`src/rtl/rr_arbiter_pkg.sv`:
```
// Shared types for the round-robin arbiter.
// Holds the two-state FSM encoding.
package rr_arbiter_pkg;

    typedef enum logic {
        IDLE = 1'b0,
        BUSY = 1'b1
    } state_t;

endpackage

```
`src/rtl/rr_arbiter_prio_enc.sv`:
```
// Rotating priority encoder.
// Picks the first set request at or above ptr, wrapping at N-1.
module rr_prio_enc #(
    parameter int CTRL = 2,
    localparam int N = 2 ** CTRL
) (
    input  logic [N-1:0]    req,
    input  logic [CTRL-1:0] ptr,
    output logic [CTRL-1:0] win,
    output logic            any
);

    logic [CTRL-1:0] idx;

    // Scan from the farthest offset down so the nearest hit wins.
    always_comb begin
        win = '0;
        any = 1'b0;
        idx = '0;
        for (int i = N - 1; i >= 0; i--) begin
            idx = ptr + CTRL'(i);
            if (req[idx]) begin
                win = idx;
                any = 1'b1;
            end
        end
    end

endmodule

```
`src/rtl/rr_arbiter.sv`:
```
// Round-robin arbiter granting one requester at a time.
// A grant is held until done, then one idle cycle precedes the next.
module rr_arbiter
    import rr_arbiter_pkg::*;
#(
    parameter int CTRL       = 2,
    parameter int DATA_WIDTH = 1,
    localparam int N = 2 ** CTRL
) (
    input  logic                  clk,
    input  logic                  reset,
    input  logic                  req [N],
    input  logic [DATA_WIDTH-1:0] req_data [N],
    input  logic                  done,
    output logic                  grant_valid,
    output logic [CTRL-1:0]       grant_idx,
    output logic [N-1:0]          grant_onehot,
    output logic [DATA_WIDTH-1:0] out_data
);

    state_t          state;
    state_t          state_nx;
    logic [CTRL-1:0] ptr;
    logic [CTRL-1:0] ptr_nx;
    logic [CTRL-1:0] gidx;
    logic [CTRL-1:0] gidx_nx;
    logic [N-1:0]    reqv;
    logic [CTRL-1:0] win;
    logic            any;

    always_comb begin
        reqv = '0;
        for (int i = 0; i < N; i++) begin
            reqv[i] = req[i];
        end
    end

    rr_prio_enc #(
        .CTRL (CTRL)
    ) u_enc (
        .req (reqv),
        .ptr (ptr),
        .win (win),
        .any (any)
    );

    always_ff @(posedge clk) begin
        if (reset) begin
            state <= IDLE;
            ptr   <= '0;
            gidx  <= '0;
        end else begin
            state <= state_nx;
            ptr   <= ptr_nx;
            gidx  <= gidx_nx;
        end
    end

    always_comb begin
        state_nx = state;
        ptr_nx   = ptr;
        gidx_nx  = gidx;
        unique case (state)
            IDLE: begin
                if (any) begin
                    state_nx = BUSY;
                    gidx_nx  = win;
                end
            end
            BUSY: begin
                // Pointer advances past the winner with natural wrap.
                if (done) begin
                    state_nx = IDLE;
                    ptr_nx   = gidx + 1'b1;
                end
            end
            default: state_nx = IDLE;
        endcase
    end

    always_comb begin
        grant_valid  = 1'b0;
        grant_idx    = '0;
        grant_onehot = '0;
        out_data     = '0;
        if (state == BUSY) begin
            grant_valid       = 1'b1;
            grant_idx         = gidx;
            grant_onehot[gidx] = 1'b1;
            out_data          = req_data[gidx];
        end
    end

endmodule

```
`config.mk`:
```
export PLATFORM = sky130hd
export DESIGN_NAME = rr_arbiter
export DESIGN_NICKNAME = d
export VERILOG_FILES = /design/src/rtl/rr_arbiter_pkg.sv /design/src/rtl/rr_arbiter_prio_enc.sv /design/src/rtl/rr_arbiter.sv
export SDC_FILE = /design/constraint.sdc
export NUM_CORES = 1
export LEC_CHECK = 0
export BUFFER_PORTS_ARGS = -buffer_cell sky130_fd_sc_hd__buf_2
export CAP_MARGIN = 20
export CORE_AREA = 2 2 39 41
export CTS_CLUSTER_DIAMETER = 80
export CTS_CLUSTER_SIZE = 40
export DETAILED_ROUTE_END_ITERATION = 12
export DIE_AREA = 0 0 41 43
export SYNTH_ARGS = -nofsm -noshare
export SYNTH_HDL_FRONTEND = slang
export SYNTH_HIERARCHICAL = 1
export SYNTH_SLANG_ARGS = --single-unit
```
`constraint.sdc`:
```
create_clock -name clk -period 2.65 [get_ports clk]
set_clock_uncertainty 0.15 [all_clocks]
set_input_delay 0.265 -clock clk [delete_from_list [all_inputs] [get_ports clk]]
set_output_delay 0.265 -clock clk [all_outputs]
set_load 0.01 [all_outputs]
```
* Word level (Yosys, flattened, before mapping) *
Cells that the tools add are included.

word-level totals
  bits in registers = 5
  output and inout bits = 8
  word-level logic and storage cells = 47

operators by class
  bitwise gates (word level) = 2
  reduce and logical (&&, ||, !) cells = 3
  mux-type cells = 28
  $add $sub $neg = 4
  order comparisons = 7

operator list
  kind                                                               count
  less-than comparator 2 x 3 -> 1 bit, second input constant         5
  2-to-1 mux 1 bit                                                   15
  binary-select mux 1 bit (select 2 bit)                             5
  2-to-1 mux 2 bit                                                   5
  adder 2 x 1 -> 2 bit, second input constant                        2
  adder 2 bit, second input constant                                 2
  2-to-1 mux 4 bit                                                   1
  AND reduction 2 bit                                                2
  greater-or-equal comparator 3 bit, second input constant           1
  NOT 2 -> 3 bit                                                     1
  demux 1 bit (select 2 bit)                                         1
  greater-or-equal comparator 2 x 1 -> 1 bit, second input constant  1
  case mux 1 bit (2 select lines)                                    1
  logical AND 1 bit                                                  1
  NOT 1 bit                                                          1

* Depth between registers and ports, before layout *
  depth in word-level cells = 9
  depth in mapped cells = 5
  mapped depth without buffers = 5

* By module *
Netlist, hierarchy kept.

modules (own cells, without submodules)
  module       times used  area an instance (µm²)  cells an instance
  rr_arbiter   1           306.5                   34
  rr_prio_enc  1           77.6                    13

* Least setup slack after synthesis *
OpenSTA, ideal clock, no wires.

  kind = register to output
  from = register gidx[0]
  to = output port out_data
  stages on the path, launching flop included = 3
  path slack = 1.133 ns
  data arrival time = 1.102 ns
  buffers on the path = 0
  required time = 2.235 ns
  path through = dfxtp_1 > mux4_2 > and2_1

between the ends
  cells in the longest elaborated chain, start to end = 5

RTL lines
  what                                                  line              source
  from (decl)                                           rr_arbiter.sv:25  logic [CTRL-1:0] gidx;
  from (signal assigned)                                rr_arbiter.sv:55  gidx <= gidx_nx;
  NOT 2 -> 3 bit (not written as such)                  rr_arbiter.sv:90  out_data = req_data[gidx];
  binary-select mux 1 bit (select 2 bit)                rr_arbiter.sv:90
  2-to-1 mux 1 bit (not written as such) (2 in series)  rr_arbiter.sv:90
  2-to-1 mux 1 bit                                      rr_arbiter.sv:86  if (state == BUSY) begin
  to (decl)                                             rr_arbiter.sv:18  output logic [DATA_WIDTH-1:0] out_data

No other way between the ends. The select of a mux whose other input is x is not followed.

* Worst setup path after layout *
Same ends and word-level chain as after synthesis.

==> impl_metrics.csv <==
group,metric,value,unit
synth,synthTopCellsByCount,"nor2_1, and2_1, dfxtp_1",
worst_setup_path,crit_buf_inv,1,
routing,drt-vias-per-instance,4.583,
sta,worstMarginPinSlew,368.2,ps
clocking,cts-root-buf,"clkbuf_4",
sta,clock.fmax,522.3,MHz
synth,synth_area_leader_cell,"dfxtp_1",
clocking,cts_hold_buf,0,
clocking,cts_tree,"done",
synth,syn_inst,47,
sta,fin_crit_sh,72.25,%
synth,synth-compound-area-share,12.70,%
die,dieHeight,43,um
synth,synth_top_flop_cell,"dfxtp_1",
synth,synthAdderAreaFrac,13.03,%
layout,diodes,0,
place,dp_cells,80,
routing,wire_per_inst,9.536,um
clocking,insertion_delay,230,ps
worst_setup_path,crit_chain,"mux4_2 -> and2_1 -> buf_2",
routing,vias,385,
routing,drtIter0Drc,4,
sta,worst_slew_margin_rel,75.42,%
clocking,post_cts_resized,0,
layout,stdcell_count,84,
die,chipWidth,41,um
routing,wl,801,um
die,fp-row-count,14,
sta,final-hold-violation-count,0,
clocking,postCtsSetupBuffers,0,
synth,ys_ff_latch,5,
worst_setup_path,crit_path_start,"gidx[0]",
synth,synth_area,384.1,um^2
layout,drive_gt1_share,35.29,%
global_route,grt_pass1_wl,1248,um
synth,yosysMostFrequentCell,"nor2_1",
layout,final_cell_area,516.7,um^2
synth,synth-simple-area-share,30.62,%
worst_setup_path,worst-path-max-fanout,7,
worst_setup_path,max_stage_delay,520,ps
synth,yosysTopAreaCellShare,26.06,%
die,dieArea,1763,um^2
worst_setup_path,cp.required,2240,ps
sta,final-setup-viol-count,0,
hold_path,hold_start,"reset",
synth,synth_edf_count,0,
layout,area_delta_synth_final,34.53,%
synth,syn_nets,62,
synth,syn_avg_cell_area,8.173,um^2
die,core_area,1384,um^2
synth,ys_seq_area_share,26.06,%
clocking,cts_buffers,3,
global_route,grt_remaining_overflow,0,
sta,worst_slack,735.3,ps
sta,rsz0062_at_grt,"no",
sta,min_period,1915,ps
place,routabilityCongestion,0.7648,
synth,synth_top_family_by_area,"simple AND/OR/NAND/NOR gates",
place,dpl-instance-area,490.5,um^2
hold_path,hp-class,"input pin to flip-flop",
worst_setup_path,crit_slowest_cell,"mux4_2",
outcome,outcome,"finished clean",
routing,dr.pass1.iters,5,
synth,synth_cell_types,18,
clocking,cts_sinks,5,
sta,setup_tns,0,ps
pwr,finalPower,227.4,uW
sta,slew_viol_final,0,
clocking,htreeDepth,1,
sta,worst_hold_slack,110.9,ps
worst_setup_path,endpoint_kind,"output pin",
global_route,grt_pass1_vias,331,
worst_setup_path,rr_startpoint,"state",
clocking,path_clk_slew,40,ps
synth,synth_mux_area_share,13.68,%
run,max_cap_viol_count,0,
global_route,antenna_found_initial,0,
place,post-place-ws,979.9,ps
layout,final_util,37.34,%
pwr,ir_drop,0.2229,mV
synth,ys_warn_count,6,
routing,postRouteAntennaNets,0,
die,start_util,27.76,%
pwr,p_leak,0.2556,nW
global_route,grt_use_total,10.27,%
synth,postSynth.asyncResetShare,0,%
worst_setup_path,worst-setup-path-type,"flip-flop to output pin",
layout,nNetsFinal,84,
clocking,clk_path_buf_depth,2,
die,ioPinCount,19,
worst_setup_path,cp.arrival,1500,ps
synth,yosys-top-cells-area,"dfxtp_1, ha_1, and2_1",
pwr,powerDensity,440.1,nW/um^2
synth,synth_xor_xnor_area_share,0,%
worst_setup_path,worstSetupStartpointType,"flip-flop",
global_route,grt_max_degree,15,
place,portBuffers,18,
worst_setup_path,crit_family,"multiplexers",
routing,drc,0,
[state kept, by name (all words and copies together), names as in the netlist]
register,cells
ptr,2
state,1
gidx,2
[logic make-up after synthesis]
family / count (synthesis)
AO/OA/AOI/OAI: 7
adder cells (fa/ha/maj): 4
buffers and inverters: 4
flip-flops: 5
multiplexers: 4
AND/OR/NAND/NOR: 23
[cells in the final DEF, fill, tap and decap left out]
cell type,instances
a21oi_1,4
a211oi_2,1
and2_2,1
clkbuf_1,1
mux4_2,1
and2_1,6
clkbuf_4,3
nor2b_1,1
inv_1,3
a311oi_1,1
a211oi_1,1
mux2i_1,3
ha_1,4
nor2_1,7
dfxtp_1,5
nand3_1,1
nand2b_1,2
nand2_1,4
buf_2,18
nor3b_1,1
[worst reg2reg max path, stage by stage, from the launching register on]
cell	delay, ps
dfxtp_1	410
nor2b_1	320
mux2i_1	260
nor2_1	50
[area by class of cell]
cell class                      count  area (um^2)
Inverter                            3        11.26
Fill cell                         149        867.1
Clock buffer                        4        26.28
Multi-Input combinational cell     38        269.0
Timing Repair Buffer               18        90.09
Tap cell                           16        20.02
Sequential cell                     5        100.1
[power by group]
group	internal (mW)	switching [mW]	leakage (nW)	total, mW
Clock	0.0567	0.0282	0.0150	0.0849
Combinational	0.0269	0.0242	0.200	0.0510
Sequential	0.0810	0.0105	0.0411	0.0915
[worst paths after layout]
kind	slack, ps	endpoint	cells past startpoint
worst max register to register	1350	gidx[1]	3
worst max-delay path	740	out_data	3
worst min-delay path	110	gidx[1]	2
worst min register to register	390	ptr[1]	2
[routing by layer]
layer | GRT usage (%) | wire (um) | up-vias
met2 | 15.63 | 382 | 11
li1 | - | - | 198
met3 | 3.141 | 51 | 0
met4 | 4.000 | 0 | 0
met1 | 12.99 | 368 | 176
met5 | 0 | 0 | -
No activity file was read; power rests on OpenSTA's default activity.
